**config.mk**
```make
export PLATFORM = sky130hd
export DESIGN_NAME = operand_fetch
export DESIGN_NICKNAME = d
export VERILOG_FILES = /design/src/rtl/operand_fetch.sv
export SDC_FILE = /design/constraint.sdc
export NUM_CORES = 1
export LEC_CHECK = 0
export BUFFER_PORTS_ARGS = -buffer_cell sky130_fd_sc_hd__buf_2
export CORE_AREA = 2 2 119 121
export CTS_CLUSTER_SIZE = 30
export DETAILED_ROUTE_END_ITERATION = 12
export DIE_AREA = 0 0 121 123
export GPL_TIMING_DRIVEN = 0
export HOLD_SLACK_MARGIN = 0.15
export PLACE_DENSITY = 0.68
export SLEW_MARGIN = 10
export SYNTH_ARGS = -nofsm -noshare
export SYNTH_HDL_FRONTEND = slang
export SYNTH_SLANG_ARGS = --single-unit
```
**constraint.sdc**
```tcl
create_clock -name clk -period 1.8 [get_ports clk]
set_clock_uncertainty 0.2 [all_clocks]
set_input_delay 0.09 -clock clk [delete_from_list [all_inputs] [get_ports clk]]
set_output_delay 0.09 -clock clk [all_outputs]
set_load 0.005 [all_outputs]
```
**src/rtl/operand_fetch.sv**
```systemverilog
// Decode/operand-fetch stage: drives regfile read addresses, patches the missing write bypass,
// and hands {pc, inst, rs1, rs2} to execute. Define OPERAND_FETCH_PERF_EN for the stall counter.
module operand_fetch #(
    parameter int unsigned DATA_W = 32,
    parameter int unsigned ADDR_W = 5
) (
    input  logic              clk,
    input  logic              rst,
    input  logic              flush,
    input  logic              in_valid,
    output logic              in_ready,
    input  logic [31:0]       in_pc,
    input  logic [31:0]       in_inst,
    output logic [ADDR_W-1:0] rf_rs1_s,
    output logic [ADDR_W-1:0] rf_rs2_s,
    input  logic [DATA_W-1:0] rf_rs1_v,
    input  logic [DATA_W-1:0] rf_rs2_v,
    input  logic              wb_we,
    input  logic [ADDR_W-1:0] wb_rd_s,
    input  logic [DATA_W-1:0] wb_rd_v,
    output logic              out_valid,
    input  logic              out_ready,
    output logic [31:0]       out_pc,
    output logic [31:0]       out_inst,
    output logic [DATA_W-1:0] out_rs1_v,
    output logic [DATA_W-1:0] out_rs2_v
`ifdef OPERAND_FETCH_PERF_EN
    ,
    output logic [31:0]       perf_stall_cnt
`endif
);

    logic              adv;
    logic              accept;
    logic              s1_valid_q;
    logic [31:0]       s1_pc_q;
    logic [31:0]       s1_inst_q;
    logic              fwd1_q;
    logic              fwd2_q;
    logic [DATA_W-1:0] fwd1_v_q;
    logic [DATA_W-1:0] fwd2_v_q;

    always_comb begin
        adv      = !s1_valid_q || out_ready;
        in_ready = adv && !rst;
        accept   = in_valid && in_ready;
        // While stalled, re-issue the held instruction's indices so the read data stays current.
        rf_rs1_s = adv ? in_inst[15 +: ADDR_W] : s1_inst_q[15 +: ADDR_W];
        rf_rs2_s = adv ? in_inst[20 +: ADDR_W] : s1_inst_q[20 +: ADDR_W];
    end

    always_ff @(posedge clk) begin
        if (rst) begin
            s1_valid_q <= 1'b0;
            s1_pc_q    <= '0;
            s1_inst_q  <= '0;
        end else begin
            if (adv) begin
                s1_valid_q <= accept && !flush;
            end else if (flush) begin
                s1_valid_q <= 1'b0;
            end
            if (accept) begin
                s1_pc_q   <= in_pc;
                s1_inst_q <= in_inst;
            end
        end
    end

    // The regfile returns the pre-write value on a same-cycle write/read; remember the write.
    always_ff @(posedge clk) begin
        if (rst) begin
            fwd1_q   <= 1'b0;
            fwd2_q   <= 1'b0;
            fwd1_v_q <= '0;
            fwd2_v_q <= '0;
        end else begin
            fwd1_q   <= wb_we && (wb_rd_s != '0) && (wb_rd_s == rf_rs1_s);
            fwd2_q   <= wb_we && (wb_rd_s != '0) && (wb_rd_s == rf_rs2_s);
            fwd1_v_q <= wb_rd_v;
            fwd2_v_q <= wb_rd_v;
        end
    end

    always_comb begin
        out_valid = s1_valid_q;
        out_pc    = s1_pc_q;
        out_inst  = s1_inst_q;
        out_rs1_v = !s1_valid_q ? '0 : (fwd1_q ? fwd1_v_q : rf_rs1_v);
        out_rs2_v = !s1_valid_q ? '0 : (fwd2_q ? fwd2_v_q : rf_rs2_v);
    end

`ifdef OPERAND_FETCH_PERF_EN
    logic [31:0] stall_cnt_q;

    always_ff @(posedge clk) begin
        if (rst) begin
            stall_cnt_q <= '0;
        end else if (s1_valid_q && !out_ready && (stall_cnt_q != 32'hFFFF_FFFF)) begin
            stall_cnt_q <= stall_cnt_q + 32'd1;
        end
    end

    assign perf_stall_cnt = stall_cnt_q;
`endif

endmodule

```
==> summary.txt, run 1 <==
Worst setup path
  – Endpoint of the most critical setup path: out_rs1_v[23]
  – Worst setup path startpoint: fwd1_q
  – Kind of critical path: reg -> out
  – Startpoint type of the worst setup path: flop
  – Endpoint type of the worst setup path: output pin
  – Reg-to-Reg End: out_valid
  – Cell breakdown of the critical path: buf_4 > mux2i_1 > nor2b_1 > buf_2
  – Arrival time worst endpoint: 1430 ps
  – Number of cells on the worst reg-to-reg path: 5
  – Critical register-to-register path startpoint: out_valid
  – Register-to-register setup slack: 90 ps
  – Highest-delay cell along the critical path: sky130_fd_sc_hd__dfxtp_2
  – Crit-path max cell delay: 410 ps
  – Required time of the critical path: 1510 ps
  – CP Max Fanout: 10

Logic synthesis
  – Number of warning messages in the yosys log: 0
  – Top flip-flop cell by instance count after synthesis: sky130_fd_sc_hd__dfxtp_1
  – Cell types with the largest area share after synthesis: sky130_fd_sc_hd__dfxtp_1 (42%), sky130_fd_sc_hd__mux2i_1 (14%), sky130_fd_sc_hd__nor2b_1 (13%)
  – Avg Inst Size Synth: 8.53 um^2
  – Sequential share of the synthesized area: 41.9%
  – Post-synthesis instance area: 4720 um^2
  – Cell with the most instances after synthesis: sky130_fd_sc_hd__nand2_1
  – Top cells by count, synth: sky130_fd_sc_hd__nand2_1 (144), sky130_fd_sc_hd__dfxtp_1 (99), sky130_fd_sc_hd__nor2b_1 (98)
  – Share of the synthesized area in the top cell type: 41.9%
  – Largest area contributor in the netlist: sky130_fd_sc_hd__dfxtp_1
  – Fraction of registers with async set or reset after synthesis: 0%
  – Gate count after technology mapping: 554
  – FF+latch count, synth: 99
  – Synthesized net count: 725
  – Unique masters post-synth: 31
  – Number of flops mapped to enable cells by yosys: 0

GRT
  – Global Route met3 Usage: 6.78%
  – Wire length of the first global-routing pass: 25,700 um
  – GRT overflow: 0
  – Global routing usage summed across all routing layers: 21.9%
  – Met1 Resource Use GR: 24.0%
  – Routing layer with the top usage in global route: met2
  – Number of antenna violations at the first check in global routing: 0
  – Via count of the first global-routing pass: 5,236
  – Largest net degree at the start of global routing: 17
  – Met2 routing resource usage after global routing: 39.1%

STA
  – Worst Slack Setup Final: 79.9 ps
  – Final Max Slew Viols: 0
  – Smallest hold slack: 213 ps
  – Post-layout minimum cycle time: 1720 ps
  – Max-Slew Margin vs Limit: 69.2%
  – Setup repair after global routing missed its margin: yes
  – Finish-stage setup viols: 0
  – Least-Margin Pin Slew: 463 ps
  – Setup TNS Final: 0 ps
  – Post-route clock period utilization: 95.6%
  – Final Hold Vio Count: 0
  – Highest attainable clock frequency: 581 MHz

Drt
  – Number of routed nets with antenna violations: 0
  – Detailed-routing iteration count for the pre-antenna-repair pass: 4
  – First DRT Iteration DRCs: 126
  – Aggregate routed wire length: 17,000 um
  – Vias per cell: 4.51
  – DR DRC count: 0
  – DR WL/cell: 14.6 um
  – Total number of vias: 5,240

Power
  – Total Power: 5410 uW
  – Static Leak: 0.00396 uW
  – Power density relative to cell area: 681 nW/um^2
  – VDD IR-drop max: 0.437 mV

Run
  – Number of maximum-capacitance violations: 0

Floorplanning
  – Number of core rows: 43
  – Core box area: 13,600 um^2
  – Starting utilization of the core area: 34.7%
  – Die H: 123 um
  – Width of the die: 121 um
  – Number of top-level pins: 311
  – DIE AREA: 14,900 um^2

Clock network
  – Clock insertion delay at the later pin of the skew report: 340 ps
  – Bufs on Longest Clock Path: 2
  – Number of clock buffers inserted by TritonCTS: 9
  – Clk sink count: 99
  – Maximum level of the CTS H-tree: 3
  – Clock root buffer: sky130_fd_sc_hd__clkbuf_16
  – Clock tree from TritonCTS: yes
  – Clock-pin slew of the registers on the worst-case setup and hold paths: 60 ps

Placed design
  – HPWL after detailed placement: 12,200 um
  – Count of port buffers added during placement: 309
  – Gpl congestion: 0.828
  – Placed Instances: 1,043
  – Pre-CTS worst setup slack: -66.8 ps

Cells and area
  – Area growth syn-to-layout: 68.3%
  – Number of antenna cells inserted: 0
  – Share of post-route cells with drive strength above 1: 37.0%
  – Net count reported at finish: 1,149
  – Count of placed standard cells in the final layout, fillers left out: 1,162
  – Filler instances: 1,187

Hold path
  – Class of the tightest hold or removal check: in -> reg

Run status
  – Status: finished, final reports clean
-- flip-flops by register name, summed over array words and instances (netlist names) --
signal and flops:
fwd2_v_q 32, out_valid 1, out_inst 32, fwd2_q 1, out_pc 32, fwd1_q 1
-- stage by stage --
step	cell area [um^2]	util, %
floorplan	4720	-
global placement	6500	47.7
detailed placement	6500	47.7
CTS	7890	57.9
global route	7950	58.4
finish	7950	58.4
-- layer usage --
| metal | routed length (um) | vias to the layer above |
|---|---|---|
| met5 | 0 | - |
| met4 | 457 | 0 |
| met3 | 1380 | 39 |
| met2 | 8560 | 223 |
| met1 | 6570 | 2342 |
| li1 | - | 2636 |
-- how the worst min path moves through the flow --
stage	from	end	slack, ps	cells past startpoint
3_5_place_dp	flush	out_valid	60	2
3_3_place_gp	flush	out_valid	60	2
5_1_grt	in_inst[10]	out_inst[10]	260	4
2_1_floorplan	flush	out_valid	-30	1
6_report	rst	fwd2_v_q[6]	210	3
4_1_cts	rst	fwd2_v_q[6]	210	3
-- timing repair --
action,4_1_cts,5_1_grt
setup endpoints to repair,66,67
setup buffers,0,0
hold buffers,106,1
gates resized for setup,20,28
endpoints found under the hold margin,99,1
-- power by group --
part / switching, uW / total (uW) / internal, uW / leakage (uW)
logic: 438 / 1040 / 599 / 0.00299
registers: 87.9 / 2430 / 2340 / 0.000822
clock network: 833 / 1950 / 1120 / 0.000149
total: 1360 / 5410 / 4050 / 0.00396
-- placed cells by master (no fill, tap or decap), types with 2 or more instances in the layout --
cell	synthesis	routed
sky130_fd_sc_hd__nand2b_1	7	7
sky130_fd_sc_hd__xnor2_1	7	7
sky130_fd_sc_hd__dfxtp_1	99	96
sky130_fd_sc_hd__inv_1	4	4
sky130_fd_sc_hd__nand2_1	144	144
sky130_fd_sc_hd__nor2b_1	98	96
sky130_fd_sc_hd__o21ai_1	8	7
sky130_fd_sc_hd__o22ai_1	2	2
sky130_fd_sc_hd__nand3_1	2	2
sky130_fd_sc_hd__o21ai_0	2	2
sky130_fd_sc_hd__dlygate4sd3_1	0	106
sky130_fd_sc_hd__mux2i_1	64	64
sky130_fd_sc_hd__buf_6	1	7
sky130_fd_sc_hd__buf_2	18	314
sky130_fd_sc_hd__clkbuf_1	21	12
sky130_fd_sc_hd__xor2_1	3	3
sky130_fd_sc_hd__nand3b_1	57	57
sky130_fd_sc_hd__mux2_2	2	2
sky130_fd_sc_hd__nor2b_2	0	2
sky130_fd_sc_hd__buf_4	1	5
sky130_fd_sc_hd__clkbuf_16	0	9
sky130_fd_sc_hd__clkinv_4	0	2
sky130_fd_sc_hd__dfxtp_2	0	3
sky130_fd_sc_hd__nor3_1	2	2
sky130_fd_sc_hd__clkbuf_4	0	10
-- critical path, delay by kind of cell (launching register included) --
kind / cells / cell delay [ps]
and+or+nand+nor: 1 / 70
muxes: 1 / 210
DFF: 1 / 410
buffers and inverters: 2 / 390
-- layout make-up --
class                      count  area, um^2  area share (%)
timing repair buffer         415        2610            32.8
multi-input combinational    409        2550            32.1
sequential                    99        1990            25.0
buffer                        40         267            3.35
clock buffer                  10         239            3.01
tap                          180         225            2.83
clock inverter                 5        61.3           0.771
inverter                       4        15.0           0.189
-- cell families after synthesis --
logic type      after synthesis  share of synthesized area, %
simple gates                316                          35.6
buf+inv                      46                          4.40
compound gates               17                          2.12
xor+xnor                     10                          1.85
flops                        99                          41.9
mux                          66                          14.0
No activity file was read; power rests on OpenSTA's default activity.
==> run 2: changes to the inputs <==
==> constraint.sdc (replaced) <==
create_clock -name clk -period 1.8 [get_ports clk]
set_clock_uncertainty 0.2 [all_clocks]
set_input_delay 0.36 -clock clk [delete_from_list [all_inputs] [get_ports clk]]
set_output_delay 0.36 -clock clk [all_outputs]
set_load 0.005 [all_outputs]
==> summary.txt, run 2 (synthesized netlist as in run 1, its figures left out) <==
GRT
  – GRT overflow: 0 (unchanged)
  – Via count of the first global-routing pass: 5,299 (was 5,236)
  – Wire length of the first global-routing pass: 25,900 um (was 25,700 um)
  – Largest net degree at the start of global routing: 17 (unchanged)
  – Global routing usage summed across all routing layers: 22.2% (was 21.9%)
  – Number of antenna violations at the first check in global routing: 0 (unchanged)

Floorplanning
  – Width of the die: 121 um (unchanged)
  – Number of top-level pins: 311 (unchanged)
  – Core box area: 13,600 um^2 (unchanged)
  – DIE AREA: 14,900 um^2 (unchanged)
  – Die H: 123 um (unchanged)
  – Number of core rows: 43 (unchanged)
  – Starting utilization of the core area: 34.7% (unchanged)

Cells and area
  – Net count reported at finish: 1,163 (was 1,149)
  – Area growth syn-to-layout: 80.3% (was 68.3%)
  – Share of post-route cells with drive strength above 1: 42.3% (was 37.0%)
  – Most common cell after layout, fill and taps aside: sky130_fd_sc_hd__buf_2 (unchanged)
  – Most used cells in the layout excluding fill and tap cells: sky130_fd_sc_hd__buf_2 (303), sky130_fd_sc_hd__nand2_1 (131), sky130_fd_sc_hd__dlygate4sd3_1 (98), sky130_fd_sc_hd__dfxtp_1 (96), sky130_fd_sc_hd__nor2b_1 (89) (was sky130_fd_sc_hd__buf_2 (314), sky130_fd_sc_hd__nand2_1 (144), sky130_fd_sc_hd__dlygate4sd3_1 (106), sky130_fd_sc_hd__nor2b_1 (96), sky130_fd_sc_hd__dfxtp_1 (96))
  – Number of antenna cells inserted: 0 (unchanged)

Worst setup path
  – Kind of cell adding the most delay to the critical path: flip-flops (unchanged)
  – Arrival time worst endpoint: 1380 ps (was 1430 ps)
  – Crit-path max cell delay: 440 ps (was 410 ps)
  – Startpoint type of the worst setup path: flop (unchanged)
  – CP Max Fanout: 10 (unchanged)
  – Endpoint type of the worst setup path: output pin (unchanged)
  – Critical register-to-register path startpoint: out_valid (unchanged)
  – Crit path buffers/inverters: 2 (unchanged)
  – Cell breakdown of the critical path: buf_12 > mux2i_2 > nor2b_1 > buf_2 (was buf_4 > mux2i_1 > nor2b_1 > buf_2)
  – Register-to-register setup slack: -100 ps (was 90 ps)
  – Highest-delay cell along the critical path: sky130_fd_sc_hd__dfxtp_4 (was sky130_fd_sc_hd__dfxtp_2)
  – Reg-to-Reg End: fwd2_q (was out_valid)
  – Kind of critical path: reg -> out (unchanged)
  – Required time of the critical path: 1240 ps (was 1510 ps)
  – Number of cells on the worst reg-to-reg path: 10 (was 5)

Power
  – Sw power: 1400 uW (was 1360 uW)
  – Internal Power: 4130 uW (was 4050 uW)
  – Power density relative to cell area: 650 nW/um^2 (was 681 nW/um^2)
  – Share of power burned in the clock network: 35.3% (was 36.0%)
  – Static Leak: 0.00420 uW (was 0.00396 uW)
  – Sw Ratio: 25.3% (was 25.1%)
  – VDD IR-drop max: 0.439 mV (was 0.437 mV)
  – Power share of the combinational group: 20.8% (was 19.2%)
  – Flop pwr share: 43.9% (was 44.8%)

STA
  – Highest attainable clock frequency: 514 MHz (was 581 MHz)
  – Final Max Slew Viols: 0 (unchanged)
  – Post-route clock period utilization: 108% (was 95.6%)
  – Post-layout minimum cycle time: 1940 ps (was 1720 ps)
  – Least-Margin Pin Slew: 499 ps (was 463 ps)
  – Finish-stage setup viols: 75 (was 0)
  – Max-Slew Margin vs Limit: 66.7% (was 69.2%)
  – Final Hold Vio Count: 0 (unchanged)
  – Worst Slack Setup Final: -144 ps (was 79.9 ps)
  – Smallest hold slack: 221 ps (was 213 ps)
  – Setup repair after global routing missed its margin: yes (unchanged)

Drt
  – Vias per cell: 4.52 (was 4.51)
  – DR DRC count: 0 (unchanged)
  – First DRT Iteration DRCs: 97 (was 126)
  – DR WL/cell: 15.1 um (was 14.6 um)
  – Number of routed nets with antenna violations: 0 (unchanged)
  – Aggregate routed wire length: 17,700 um (was 17,000 um)
  – Detailed-routing iteration count for the pre-antenna-repair pass: 4 (unchanged)
  – Total number of vias: 5,316 (was 5,240)

Clock network
  – Clock root buffer: sky130_fd_sc_hd__clkbuf_16 (unchanged)
  – Clock tree from TritonCTS: yes (unchanged)
  – Clock-pin slew of the registers on the worst-case setup and hold paths: 60 ps (about the same)
  – Bufs on Longest Clock Path: 2 (unchanged)
  – Maximum level of the CTS H-tree: 3 (unchanged)
  – Clk sink count: 99 (unchanged)
  – Clock insertion delay at the later pin of the skew report: 340 ps (about the same)
  – Number of clock buffers inserted by TritonCTS: 9 (unchanged)

Hold path
  – Class of the tightest hold or removal check: in -> reg (unchanged)
  – HP Start: wb_rd_s[0] (was rst)
  – Cell depth of the worst min-delay path: 4 (was 3)
  – Worst-case hold path end point: fwd2_q (was fwd2_v_q[6])

Placed design
  – HPWL after detailed placement: 12,200 um (unchanged)
  – Gpl congestion: 0.828 (unchanged)
  – Pre-CTS worst setup slack: -337 ps (was -66.8 ps)
  – Count of port buffers added during placement: 309 (unchanged)

Run status
  – Status: finished with violations (was finished, final reports clean)
  – Failing checks: setup timing

Run
  – Number of maximum-capacitance violations: 0 (unchanged)
run 2: cell count changes in the layout (fill, tap and decap cells not counted), moves of 7 or more:
cell and delta:
sky130_fd_sc_hd__buf_2 -11, sky130_fd_sc_hd__mux2i_2 +9, sky130_fd_sc_hd__buf_4 +10, sky130_fd_sc_hd__buf_8 +8, sky130_fd_sc_hd__dlygate4sd3_1 -8, sky130_fd_sc_hd__mux2i_1 -10, sky130_fd_sc_hd__nand2_2 +12, sky130_fd_sc_hd__clkbuf_4 -10
sky130_fd_sc_hd__nor2b_1 -7, sky130_fd_sc_hd__nand2_1 -13, sky130_fd_sc_hd__buf_6 +9
run 2: power groups by stage:
stage | Sequential [uW] | Combinational (uW) | Clock, uW
after global routing | 2440 | 1250 | 2120
after global placement | 2470 | 822 | 0
after detailed placement | 2470 | 827 | 0
final | 2430 | 1150 | 1950
after CTS | 2420 | 1060 | 2010
after floorplan | 2470 | 375 | 0
run 2: what timing repair did:
item	CTS	global route
gates cloned	1	5
hold buffers	98	0
hold endpoints to repair	97	0
resized for setup	75	82
setup endpoints to repair	80	139
setup buffers	13	3
pin swaps	5	5
run 2: worst reg2reg max path: stages (launching register included):
cell	delay (ps)
sky130_fd_sc_hd__dfxtp_4	370
sky130_fd_sc_hd__and2b_2	250
sky130_fd_sc_hd__buf_6	150
sky130_fd_sc_hd__nand2_2	80
sky130_fd_sc_hd__nand2_2	60
sky130_fd_sc_hd__buf_4	130
sky130_fd_sc_hd__buf_4	120
sky130_fd_sc_hd__buf_4	120
sky130_fd_sc_hd__buf_4	120
sky130_fd_sc_hd__o22ai_2	130
sky130_fd_sc_hd__nor3_1	60
run 2: worst max path at each step:
stage	start	end	slack (ps)	depth (start not counted)
after floorplan	fwd1_q	out_rs1_v[10]	220	4
after global placement	out_valid	out_rs2_v[22]	-300	4
after detailed placement	out_valid	out_rs2_v[22]	-340	4
after CTS	fwd2_q	out_rs2_v[11]	-120	4
after global routing	fwd1_q	out_rs1_v[2]	-200	4
final	fwd1_q	out_rs1_v[2]	-140	4
run 2: per-stage QoR:
| step | utilization [%] | total power, uW | instances | cell area (um^2) | setup TNS [ps] |
|---|---|---|---|---|---|
| 2_1_floorplan | - | 2840 | 554 | 4720 | 0 |
| 3_3_place_gp | 47.7 | 3290 | 1043 | 6500 | -13590 |
| 3_5_place_dp | 47.7 | 3300 | 1043 | 6500 | -15410 |
| 4_1_cts | 59.9 | 5490 | 1168 | 8150 | -6490 |
| 5_1_grt | 62.6 | 5820 | 1176 | 8520 | -11960 |
| 6_report | 62.6 | 5540 | 1176 | 8520 | -7060 |
run 2: cell type report:
type                    instances  area (um^2)
well taps                     180          225
flip-flops and latches         99         1990
repair buffers                429         2820
plain buffers                  40          472
clock buffers                  10          239
multi-input cells             409         2700
clock inverters                 5         61.3
fillers                      1115         5090
inverters                       4         15.0
run 2: layer usage:
layer / up-vias / track usage [%] / wire length (um)
met2: 215 / 40.5 / 9260
met1: 2400 / 23.5 / 6650
met5: - / 0 / 0
li1: 2668 / - / -
met4: 0 / 9.45 / 426
met3: 33 / 7.01 / 1400
